===== config.mk =====
export PLATFORM = sky130hd
export DESIGN_NAME = fixmul_seq10
export DESIGN_NICKNAME = d
export VERILOG_FILES = /design/src/rtl/fixmul_seq10.sv
export SDC_FILE = /design/constraint.sdc
export NUM_CORES = 1
export LEC_CHECK = 0
export CAP_MARGIN = 5
export CELL_PAD_IN_SITES_DETAIL_PLACEMENT = 1
export CELL_PAD_IN_SITES_GLOBAL_PLACEMENT = 1
export CORE_ASPECT_RATIO = 0.7
export CORE_MARGIN = 2
export CORE_UTILIZATION = 45
export CTS_BUF_LIST = sky130_fd_sc_hd__clkbuf_8
export DETAILED_ROUTE_END_ITERATION = 16
export GPL_TIMING_DRIVEN = 0
export PLACE_DENSITY_LB_ADDON = 0.1
export RECOVER_POWER = 25
export SYNTH_ARGS = -nofsm -noshare
export SYNTH_HDL_FRONTEND = slang
export SYNTH_SLANG_ARGS = --single-unit

===== constraint.sdc =====
create_clock -name clk -period 3.3 [get_ports clk]
set_clock_uncertainty 0.05 [all_clocks]
set_input_delay 0.66 -clock clk [delete_from_list [all_inputs] [get_ports clk]]
set_output_delay 0.66 -clock clk [all_outputs]
set_load 0.005 [all_outputs]

===== src/rtl/fixmul_seq10.sv =====
// rtl/fixmul_seq10.sv - sequential shift-add unsigned Q5.5 multiplier
module fixmul_seq10 #(
  parameter int W    = 10,
  parameter int FRAC = 5
) (
  input  logic         clk,
  input  logic         rst,
  input  logic         start,
  input  logic [W-1:0] A,
  input  logic [W-1:0] B,
  output logic [W-1:0] P,
  output logic         busy,
  output logic         valid,
  output logic         ovf
);

  localparam int CW = $clog2(W);

  typedef enum logic [1:0] {
    S_IDLE = 2'd0,
    S_CALC = 2'd1,
    S_DONE = 2'd2
  } state_t;

  state_t          state_q, state_d;
  logic [2*W-1:0]  acc_q, acc_d;
  logic [2*W-1:0]  mcand_q, mcand_d;
  logic [W-1:0]    mplier_q, mplier_d;
  logic [CW-1:0]   cnt_q, cnt_d;
  logic [W-1:0]    p_q, p_d;
  logic            ovf_q, ovf_d;

  logic [2*W-1:0]  acc_sum;
  logic [2*W-1:0]  prod_shr;
  logic            last_iter;

  // Partial-product sum for this iteration; on the final iteration it is the full product.
  always_comb begin
    acc_sum   = acc_q + (mplier_q[0] ? mcand_q : '0);
    prod_shr  = acc_sum >> FRAC;
    last_iter = (cnt_q == CW'(W - 1));
  end

  // Controller next-state and datapath next-values; P/ovf only move on the CALC->DONE step.
  always_comb begin
    state_d  = state_q;
    acc_d    = acc_q;
    mcand_d  = mcand_q;
    mplier_d = mplier_q;
    cnt_d    = cnt_q;
    p_d      = p_q;
    ovf_d    = ovf_q;
    case (state_q)
      S_IDLE: begin
        if (start) begin
          mcand_d  = {{W{1'b0}}, A};
          mplier_d = B;
          acc_d    = '0;
          cnt_d    = '0;
          state_d  = S_CALC;
        end
      end
      S_CALC: begin
        acc_d    = acc_sum;
        mcand_d  = mcand_q << 1;
        mplier_d = mplier_q >> 1;
        cnt_d    = cnt_q + 1'b1;
        if (last_iter) begin
          state_d = S_DONE;
          // Anything above the Q5.5 integer field saturates the result.
          if (|prod_shr[2*W-1:W]) begin
            ovf_d = 1'b1;
            p_d   = '1;
          end else begin
            ovf_d = 1'b0;
            p_d   = prod_shr[W-1:0];
          end
        end
      end
      S_DONE: begin
        state_d = S_IDLE;
      end
      default: begin
        state_d = S_IDLE;
      end
    endcase
  end

  // State and datapath registers with synchronous reset that aborts any operation.
  always_ff @(posedge clk) begin
    if (rst) begin
      state_q  <= S_IDLE;
      acc_q    <= '0;
      mcand_q  <= '0;
      mplier_q <= '0;
      cnt_q    <= '0;
      p_q      <= '0;
      ovf_q    <= 1'b0;
    end else begin
      state_q  <= state_d;
      acc_q    <= acc_d;
      mcand_q  <= mcand_d;
      mplier_q <= mplier_d;
      cnt_q    <= cnt_d;
      p_q      <= p_d;
      ovf_q    <= ovf_d;
    end
  end

  // Status outputs decode directly from the controller state.
  always_comb begin
    busy  = (state_q == S_CALC);
    valid = (state_q == S_DONE);
    P     = p_q;
    ovf   = ovf_q;
  end

endmodule


==> impl_metrics.ini <==
[outcome]
status = complete, but fails checks
violations = setup timing

[final_layout]
diodes = 0
final_area_um2 = 4470
utilization_pct = 57.1
drive_gt1_share_pct = 10.7
area_delta_synth_final_pct = 23.5
final_nets = 525

[worst_setup_path]
cp_max_fo = 8
r2r_end = P[4]
path_class = reg -> reg
required_ps = 3470
slowest_delay_ps = 370
path_buf_inv = 2
path_depth = 13
cp_top_family = compound AO/OA/AOI/OAI gates
crit_path_start_kind = flip-flop
critical_path.endpoint_type = flip-flop
r2r_cells = 13
arrival_ps = 3560
r2r_setup_slack_ps = -90
r2r_start = mplier_q[0]
cp_slowest_cell = fa_2
path_cells = buf_8, and2_4, ha_4, fa_2, a21o_1, a221oi_4, a221o_1, o41ai_4, and4b_1, nor3b_4, and4b_4, clkbuf_16, a211oi_2

[sta]
tightest_slew_ps = 1040
slew_headroom_pct = 29.7
whs_ps = 415
hold_viol_final = 0
timing.fmax_mhz = 295
period_share_pct = 103
period_needed_ps = 3390
fin_tns_setup_ps = -656
drv_slew = 0
setup_viol = 10
rsz0062_at_grt = true
worst_slack_ps = -89.4

[die]
io_pins = 36
dieHeight_um = 79.1
die_x_um = 111
coreArea_um2 = 7840
die_area_um2 = 8790
start_util_pct = 46.2
rows = 27

[clock_network]
cts-buffers-inserted = 9
root_buffer = clkbuf_8
cts_tree = built
cts_sinks = 67
cts.path.max_buffers = 2
htree_levels = 3
ctsHoldBuffers = 0
clkTransAtPathRegs_ps = 70
clk_latency_ps = 360

[grt]
grt_max_degree = 11
antenna_found_initial = 0
grt_usage_pct = 25.3
grt_pass1_wl_um = 17300
grt_pass1_vias = 3269
grt.overflow.total = 0

[detailed_routing]
route.met3.wl_um = 442
top_layer_used = met4
drc_errors = 0
detail-route-antenna-nets = 0
drt_first_pass_iters = 4
detail_route.vias_per_cell = 5.66
num_vias = 3311
met1_length_um = 5510
drt_iter0_markers = 146
wl_per_cell_um = 18.8
finalWirelength_um = 11000
dr_wl_met2_um = 4960

[placement]
dp_hpwl_um = 7680
place_ws_ps = -269
globalplace.congestion = 0.821
place_area_um2 = 4090
io_buffers = 34

[synth]
synthDistinctLibCells = 50
synthesis.nets = 472
async_flop_share_pct = 0
synth_edf_count = 0
yosysSeqAreaShare_pct = 37.0
synth.avg_cell_area_um2 = 8.48
synth-main-ff-cell = dfxtp_1
ys_warn_count = 0
ys_seq_elements = 67
synthesis.area_um2 = 3620
syn_inst = 427

[power_and_ir_drop]
vdd_drop_max_mv = 0.259
p_per_area_nw_per_um2 = 403
p_leak_uw = 0.00183

[hold_path]
worstHoldStart = acc_q[8]
worstHoldEndpoint = acc_q[8]
whs_path_depth = 2
hold_path.class = reg -> reg

[flow_run]
max-cap-violations = 0
## metrics by stage
step                power (uW)  instances
floorplan                 1020        427
finish                    1800        585
global route              1880        585
global placement          1100        562
detailed placement        1110        562
CTS                       1810        579
## sequential cells by signal, summed over array words and instances (netlist names)
| signal | flops |
|---|---|
| mplier_q | 10 |
| ovf | 1 |
| state_q | 2 |
| mcand_q | 20 |
| cnt_q | 4 |
| acc_q | 20 |
| P | 10 |
## layout by cell type, fill, tap and decap left out, types with 12 or more instances in the layout
cell             Yosys  final
dfxtp_1             67     66
a21oi_1             29     28
dlygate4sd3_1        0     12
and2_1              19     18
ha_1                21     17
o21ai_0             25     25
clkdlybuf4s50_1      0     22
nor2_1              69     69
nor3_1              15     15
nor2b_1             17     17
clkbuf_1            22     20
nand2_1             25     25
a22o_1              18     18
## layout make-up
type / instances / area, um2
repair buffers: 42 / 418
fillers: 928 / 3360
well taps: 101 / 126
inverters: 7 / 26.3
plain buffers: 24 / 121
flip-flops and latches: 67 / 1340
clock buffers: 11 / 151
clock inverters: 4 / 42.5
multi-input cells: 329 / 2240
## synthesized netlist by cell type, types with 3 or more instances
master / instances / area, um2
inv_1: 7 / 26.3
a21oi_1: 29 / 145
o21ai_0: 25 / 125
nor2b_1: 17 / 106
clkbuf_1: 22 / 82.6
nor3_1: 15 / 75.1
a22o_1: 18 / 158
and2_1: 19 / 119
xnor2_1: 7 / 61.3
dfxtp_1: 67 / 1340
a21o_1: 9 / 67.6
ha_1: 21 / 263
mux2i_1: 3 / 30.0
nand2b_1: 3 / 18.8
o211ai_1: 3 / 22.5
xor2_1: 10 / 87.6
a211oi_1: 9 / 67.6
a22oi_1: 3 / 22.5
nor3b_1: 4 / 30.0
a211oi_2: 9 / 113
nor2_1: 69 / 259
nand2_1: 25 / 93.8
## worst register-to-register path, cell delays in order (launching register included)
cell	delay (ps)
dfxtp_2	340
buf_8	130
and2_4	140
ha_4	170
fa_2	380
a21o_1	230
a221oi_4	310
a221o_1	300
o41ai_4	140
and4b_1	270
nor3b_4	240
and4b_4	340
clkbuf_16	180
a211oi_2	60
## timing repair
action	4_1_cts	5_1_grt
resized for setup	15	10
setup endpoints to repair	11	11
cloned	0	1
buffers inserted	2	6
endpoints found under the hold margin	0	0
pin swaps	4	10
## kinds of logic after synthesis
group,Yosys count,share of synthesized area (%)
AO/OA/AOI/OAI,121,24.2
XOR/XNOR,17,4.11
adder cells (fa/ha/maj),22,7.81
buffers and inverters,31,3.42
flip-flops,67,37.0
multiplexers,4,1.14
AND/OR/NAND/NOR,165,22.3
## report_power, final
group	switching (uW)	total (uW)	internal, uW
Sequential	24.6	866	841
Combinational	138	239	101
Clock	317	697	380
## per-layer routing
layer	GRT usage, %	vias up
met5	0	-
met2	38.0	60
met3	6.03	9
met1	35.9	1625
met4	8.02	0
li1	-	1617
## worst max path at each step
stage           startpoint   end  slack, ps
2_1_floorplan  mplier_q[0]  P[2]        330
3_3_place_gp   mplier_q[0]  P[2]       -200
3_5_place_dp   mplier_q[0]  P[9]       -270
4_1_cts        mplier_q[0]  P[9]          5
5_1_grt        mplier_q[0]  P[0]       -200
6_report       mplier_q[0]  P[4]        -90
Power figures use the tool's default switching activity.
